===== config.mk =====
export PLATFORM = sky130hd
export DESIGN_NAME = mem_port_arbiter
export DESIGN_NICKNAME = d
export VERILOG_FILES = /design/src/rtl/mem_port_arbiter.sv
export SDC_FILE = /design/constraint.sdc
export NUM_CORES = 1
export LEC_CHECK = 0
export ABC_CLOCK_PERIOD_IN_PS = 1600
export CAP_MARGIN = 40
export CORE_UTILIZATION = 37
export DETAILED_ROUTE_END_ITERATION = 16
export HOLD_SLACK_MARGIN = 0.15
export PLACE_DENSITY = 0.82
export RECOVER_POWER = 50
export SYNTH_ARGS = -nofsm -noshare
export SYNTH_HDL_FRONTEND = slang
export SYNTH_SLANG_ARGS = --single-unit

===== constraint.sdc =====
create_clock -name clk -period 1.6 [get_ports clk]
set_input_delay 0.48 -clock clk [delete_from_list [all_inputs] [get_ports clk]]
set_output_delay 0.48 -clock clk [all_outputs]
set_load 0.1 [all_outputs]

===== src/rtl/mem_port_arbiter.sv =====
// mem_port_arbiter: shares one single-port data RAM between the instruction-
// fetch port (i_*) and the load/store port (d_*). One word access at a time:
// IDLE picks a winner, ACCESS holds the RAM strobes for WAIT_CYCLES cycles,
// DONE pulses the owner's ack for one cycle.
// Optional build macro MEM_ARB_ROUND_ROBIN_EN: simultaneous requests alternate
// between the ports instead of the data port always winning.
module mem_port_arbiter #(
  parameter int WAIT_CYCLES = 1,
  parameter int ADDR_W      = 32
) (
  input  logic              clk,
  input  logic              reset,
  input  logic              i_req,
  input  logic [ADDR_W-1:0] i_addr,
  output logic [31:0]       i_rdata,
  output logic              i_ack,
  output logic              i_err,
  input  logic              d_req,
  input  logic              d_we,
  input  logic [ADDR_W-1:0] d_addr,
  input  logic [31:0]       d_wdata,
  output logic [31:0]       d_rdata,
  output logic              d_ack,
  output logic              d_err,
  output logic [ADDR_W-1:0] mem_addr,
  output logic [31:0]       mem_data_in,
  output logic              mem_read,
  output logic              mem_write,
  input  logic [31:0]       mem_data_out
);

  localparam int CNT_W = (WAIT_CYCLES > 1) ? $clog2(WAIT_CYCLES) : 1;

  typedef enum logic [1:0] {S_IDLE, S_ACCESS, S_DONE} state_t;
  typedef enum logic {OWN_D = 1'b0, OWN_I = 1'b1} owner_t;

  state_t            state, state_nxt;
  owner_t            owner, grant_sel;
  logic              grant_vld;
  logic [ADDR_W-1:0] sel_addr;
  logic [CNT_W-1:0]  cnt;
  logic [ADDR_W-1:0] lat_addr;
  logic              lat_we;
  logic [31:0]       lat_wdata;
  logic              lat_err;
  logic              in_access, in_done, capture;

`ifdef MEM_ARB_ROUND_ROBIN_EN
  owner_t last_served;

  // Winner select: on a tie, grant the port that was not served last.
  always_comb begin
    grant_sel = OWN_D;
    if (i_req && d_req) grant_sel = (last_served == OWN_D) ? OWN_I : OWN_D;
    else if (i_req)     grant_sel = OWN_I;
  end

  // Remember who got the most recent grant.
  always_ff @(posedge clk) begin
    if (reset)          last_served <= OWN_D;
    else if (grant_vld) last_served <= grant_sel;
  end
`else
  // Winner select: the data port wins every tie.
  always_comb begin
    grant_sel = d_req ? OWN_D : OWN_I;
  end
`endif

  assign grant_vld = (state == S_IDLE) && (i_req || d_req);
  assign sel_addr  = (grant_sel == OWN_I) ? i_addr : d_addr;
  assign in_access = (state == S_ACCESS);
  assign in_done   = (state == S_DONE);
  assign capture   = in_access && (cnt == '0) && !lat_we;

  // State register.
  always_ff @(posedge clk) begin
    // NOTE: clocked state uses non-blocking assignments so every register
    // samples pre-edge values regardless of block evaluation order.
    if (reset) state <= S_IDLE;
    else       state <= state_nxt;
  end

  // Next-state logic; misaligned requests skip the RAM and go straight to DONE.
  always_comb begin
    // NOTE: default first so no path through the case leaves state_nxt
    // unassigned, which would otherwise infer a latch.
    state_nxt = state;
    unique case (state)
      S_IDLE:   if (i_req || d_req)
                  state_nxt = (sel_addr[1:0] != 2'b00) ? S_DONE : S_ACCESS;
      S_ACCESS: if (cnt == '0) state_nxt = S_DONE;
      S_DONE:   state_nxt = S_IDLE;
      default:  state_nxt = S_IDLE;
    endcase
  end

  // Latch the winning request at grant and count down the access cycles.
  always_ff @(posedge clk) begin
    if (reset) begin
      owner     <= OWN_D;
      cnt       <= '0;
      lat_addr  <= '0;
      lat_we    <= 1'b0;
      lat_wdata <= '0;
      lat_err   <= 1'b0;
    end else if (grant_vld) begin
      owner     <= grant_sel;
      lat_addr  <= sel_addr;
      lat_we    <= (grant_sel == OWN_D) && d_we;
      lat_wdata <= (grant_sel == OWN_D) ? d_wdata : '0;
      lat_err   <= (sel_addr[1:0] != 2'b00);
      cnt       <= CNT_W'(WAIT_CYCLES - 1);
    end else if (in_access && (cnt != '0)) begin
      cnt <= cnt - 1'b1;
    end
  end

  // Capture read data into the owner's register on the last access cycle.
  always_ff @(posedge clk) begin
    if (reset) begin
      i_rdata <= '0;
      d_rdata <= '0;
    end else if (capture) begin
      if (owner == OWN_I) i_rdata <= mem_data_out;
      else                d_rdata <= mem_data_out;
    end
  end

  // RAM strobes only in ACCESS; address and data forced to 0 elsewhere.
  assign mem_read    = in_access && !lat_we;
  assign mem_write   = in_access && lat_we;
  assign mem_addr    = in_access ? lat_addr  : '0;
  assign mem_data_in = in_access ? lat_wdata : '0;

  assign i_ack = in_done && (owner == OWN_I);
  assign d_ack = in_done && (owner == OWN_D);
  assign i_err = i_ack && lat_err;
  assign d_err = d_ack && lat_err;

endmodule

==> metrics.csv <==
stage;metric;value;unit
detailed_routing;drt initial violations;266;
finish;Final Net Count;992;
detailed_routing;Final Routed Wirelength;19740;microns
detailed_routing;Routed Antenna Nets;0;
logic_synthesis;Compound-Gate Fraction of Synth Area;15.53;%
floorplan;die footprint;16030;sq um
worst_setup_path;Crit path buffers/inverters;3;
global_route;largest net degree at the start of global routing;35;
logic_synthesis;yosys warns;0;
worst_setup_path;critical path startpoint category;flop;
timing;period utilization;129.4;%
timing;crit path time final;2.070;ns
finish;final instance area;10900;sq um
run_status;status;finished with violations;
worst_setup_path;CP Class;flop to output port;
clock_network;Clock Latency Late Sink;0.41;ns
logic_synthesis;largest family of logic cells by synthesized area;multiplexers;
worst_setup_path;CP Max Fanout;5;
logic_synthesis;most frequent cell after synthesis;dfxtp_1;
global_route;GRT Overall Usage;24.15;%
global_route;total gr overflow;0;
logic_synthesis;mux share of post-synthesis cell area;16.73;%
finish;Register Area;2688;sq um
finish;Multi-input gate area;2958;sq um
logic_synthesis;Mapped Cells;568;
logic_synthesis;simple-gate area share of the yosys netlist;15.92;%
clock_network;Clock Path Buffers;2;
worst_setup_path;Critical Path, Cell by Cell;nor2b_4, buf_6, clkbuf_16, and2_4, buf_12;
floorplan;FP Rows;45;
power_and_ir_drop;Pwr Density;926.2;nW/um^2
worst_setup_path;reg2reg end;i_rdata[5];
detailed_routing;number of vias per cell;5.014;
floorplan;Initial Util;37.79;%
worst_setup_path;reg2reg setup slack;-0.13;ns
logic_synthesis;Cell Area, Synth;5744;sq um
power_and_ir_drop;Leak;4.606;nW
worst_setup_path;Worst EP arrival;1.59;ns
clock_network;Root Buffer;clkbuf_16;
detailed_routing;Via Count;5315;
logic_synthesis;top post-synthesis cells by count;134 x dfxtp_1, 97 x nand2_1, 96 x mux2i_1;
timing;highest clock rate;483.0;MHz
logic_synthesis;commonest register cell after synthesis;dfxtp_1;
logic_synthesis;cell taking the most area after synthesis;dfxtp_1;
logic_synthesis;sequential share of the synthesized area;46.70;%
timing;setup ws final;-0.4704;ns
clock_network;clk slew on worst S/H paths;0.06;ns
worst_setup_path;kind of end point of the critical path;output port;
job;maxcap violations;0;
global_route;initial antenna violation count;0;
finish;layout cell share with drive strength beyond 1;38.07;%
worst_setup_path;r2r worst-path depth;9;
min_path;Min-Delay Path Depth;3;
timing;Slew @ Worst Pin;0.3867;ns
worst_setup_path;max incr delay on CP;0.35;ns
floorplan;die width;126.6;microns
finish;count of filler cells inserted in the layout;1042;
clock_network;CTS tree;built;
timing;Max-slew headroom;74.14;%
floorplan;Top Ports;267;
placed_design;DPL Wire Length;12920;microns
timing;setup_tns;-35.33;ns
logic_synthesis;Unique masters post-synth;29;
floorplan;Core Region;15200;sq um
worst_setup_path;Reg-to-Reg Start;state[0];
timing;RSZ-0062 raised after global routing;true;
clock_network;H-Tree Depth;4;
logic_synthesis;Seq cells post-synth;134;
worst_setup_path;Worst EP required;1.12;ns
logic_synthesis;Synth top area share;46.70;%
run_status;failing checks;setup timing;
power_and_ir_drop;Tot Pwr;0.01010;W
global_route;number of global-route vias before repair;5574;
min_path;hold path start;reset;
clock_network;Num CTS Buffers;17;
floorplan;die height;126.6;microns
clock_network;Sinks on Clock Net;134;
detailed_routing;# DRC;0;
detailed_routing;DRT Pass-1 Iters;4;
worst_setup_path;Critical-path top delay cell;dfxtp_4;
placed_design;Final Wtd Congestion;0.7467;
min_path;HP Class;input port to flop;
logic_synthesis;synthesized area per cell;10.11;sq um
logic_synthesis;syn_nets;701;
timing;final setup vio count;135;
finish;area grow syn2layout;89.83;%
placed_design;DP Area;10320;sq um
placed_design;IO Port Bufs;266;
logic_synthesis;EDFF count, synth;0;
worst_setup_path;crit-path leading delay family;buffers and inverters;
timing;final slew viol count;0;
logic_synthesis;Area contributors post-synth;dfxtp_1 47%, mux2i_1 17%, and2_1 7.4%;
power_and_ir_drop;Worst VDD drop;758.7;uV
timing;endpoints failing hold;0;
global_route;global-route wire length before repair;29750;microns
timing;skew final;0.006797;ns
logic_synthesis;adder-cell share of the synthesized area;0;%
logic_synthesis;xor/xnor share of the synthesized area;0;%
detailed_routing;DR WL/cell;18.62;microns
finish;Ant. Diodes;0;
min_path;Worst Hold End;state[1];
logic_synthesis;Async S/R FF share, synth;0;%
what timing repair did:
item                                    4_1_cts  5_1_grt
pin swaps                                     5        2
resized for setup                            14       15
gates cloned                                  7        6
buffers inserted                              7        3
hold buffers                                  0        0
endpoints found under the setup margin      123      105
worst reg2reg max path: stages, from the launching register on:
cell and delay [ns]:
dfxtp_4 0.35, buf_6 0.10, buf_6 0.09, nand2b_4 0.05
buf_6 0.12, buf_6 0.11, nor4b_4 0.25, buf_4 0.21
buf_12 0.15, mux2i_1 0.20
stage by stage:
stage | utilization [%] | hold slack [ns] | setup WS, ns | cells
3_5_place_dp | 67.88 | 0.4552 | -0.3225 | 1007
4_1_cts | 74.35 | 0.4073 | -0.4971 | 1053
3_3_place_gp | 67.88 | 0.4565 | -0.2828 | 1007
5_1_grt | 71.73 | 0.4400 | -0.5172 | 1060
2_1_floorplan | - | 0.4424 | -0.4019 | 568
6_report | 71.73 | 0.4307 | -0.4704 | 1060
per-layer routing:
metal | global-route usage [%] | routed length, microns | vias to the layer above
li1 | - | - | 2552
met1 | 26.82 | 7737 | 2537
met3 | 8.941 | 1581 | 28
met2 | 43.22 | 9993 | 198
met4 | 6.449 | 424 | 0
met5 | 0 | 0 | -
logic make-up after synthesis:
family / count (synthesis)
simple gates: 181
mux: 96
buf+inv: 53
flops: 134
compound gates: 104
sequential cells by signal, indices dropped and copies added (netlist names):
signal     cells
d_rdata       32
owner          1
lat_err        1
lat_we         1
lat_wdata     32
cnt            1
state          2
lat_addr      32
i_rdata       32
worst max path at each step:
| stage | startpoint | endpoint | depth (start not counted) |
|---|---|---|---|
| floorplan | state[0] | d_err | 3 |
| global placement | i_req | cnt | 6 |
| detailed placement | i_req | cnt | 6 |
| CTS | state[0] | mem_data_in[22] | 6 |
| global route | state[0] | mem_addr[12] | 5 |
| finish | state[0] | mem_addr[12] | 5 |
area by class of cell:
type,count,share of cell area [%]
clock inverters,11,2.238
clock buffers,21,4.223
flip-flops and latches,134,24.65
multi-input cells,381,27.13
well taps,188,2.157
inverters,1,0.03442
repair buffers,324,39.58
report_power, final:
part / total, W / switching (W) / internal [W]
Sequential: 0.00364 / 0.000114 / 0.00353
Combinational: 0.00181 / 0.000950 / 0.000861
Clock: 0.00465 / 0.00147 / 0.00318
cells in the final DEF, fill, tap and decap left out, drive strengths merged, types with 2 or more instances in the layout:
master,instances
buf,184
dfxtp,134
clkdlybuf4s50,130
nand2,97
mux2i,96
and2,68
a21oi,34
a22o,33
a211oi,33
clkbuf,31
bufinv,7
and3,4
nor2b,2
clkinv,2
nand2b,2
nor2,2
inv,2
(Power assumes the default switching activity.)
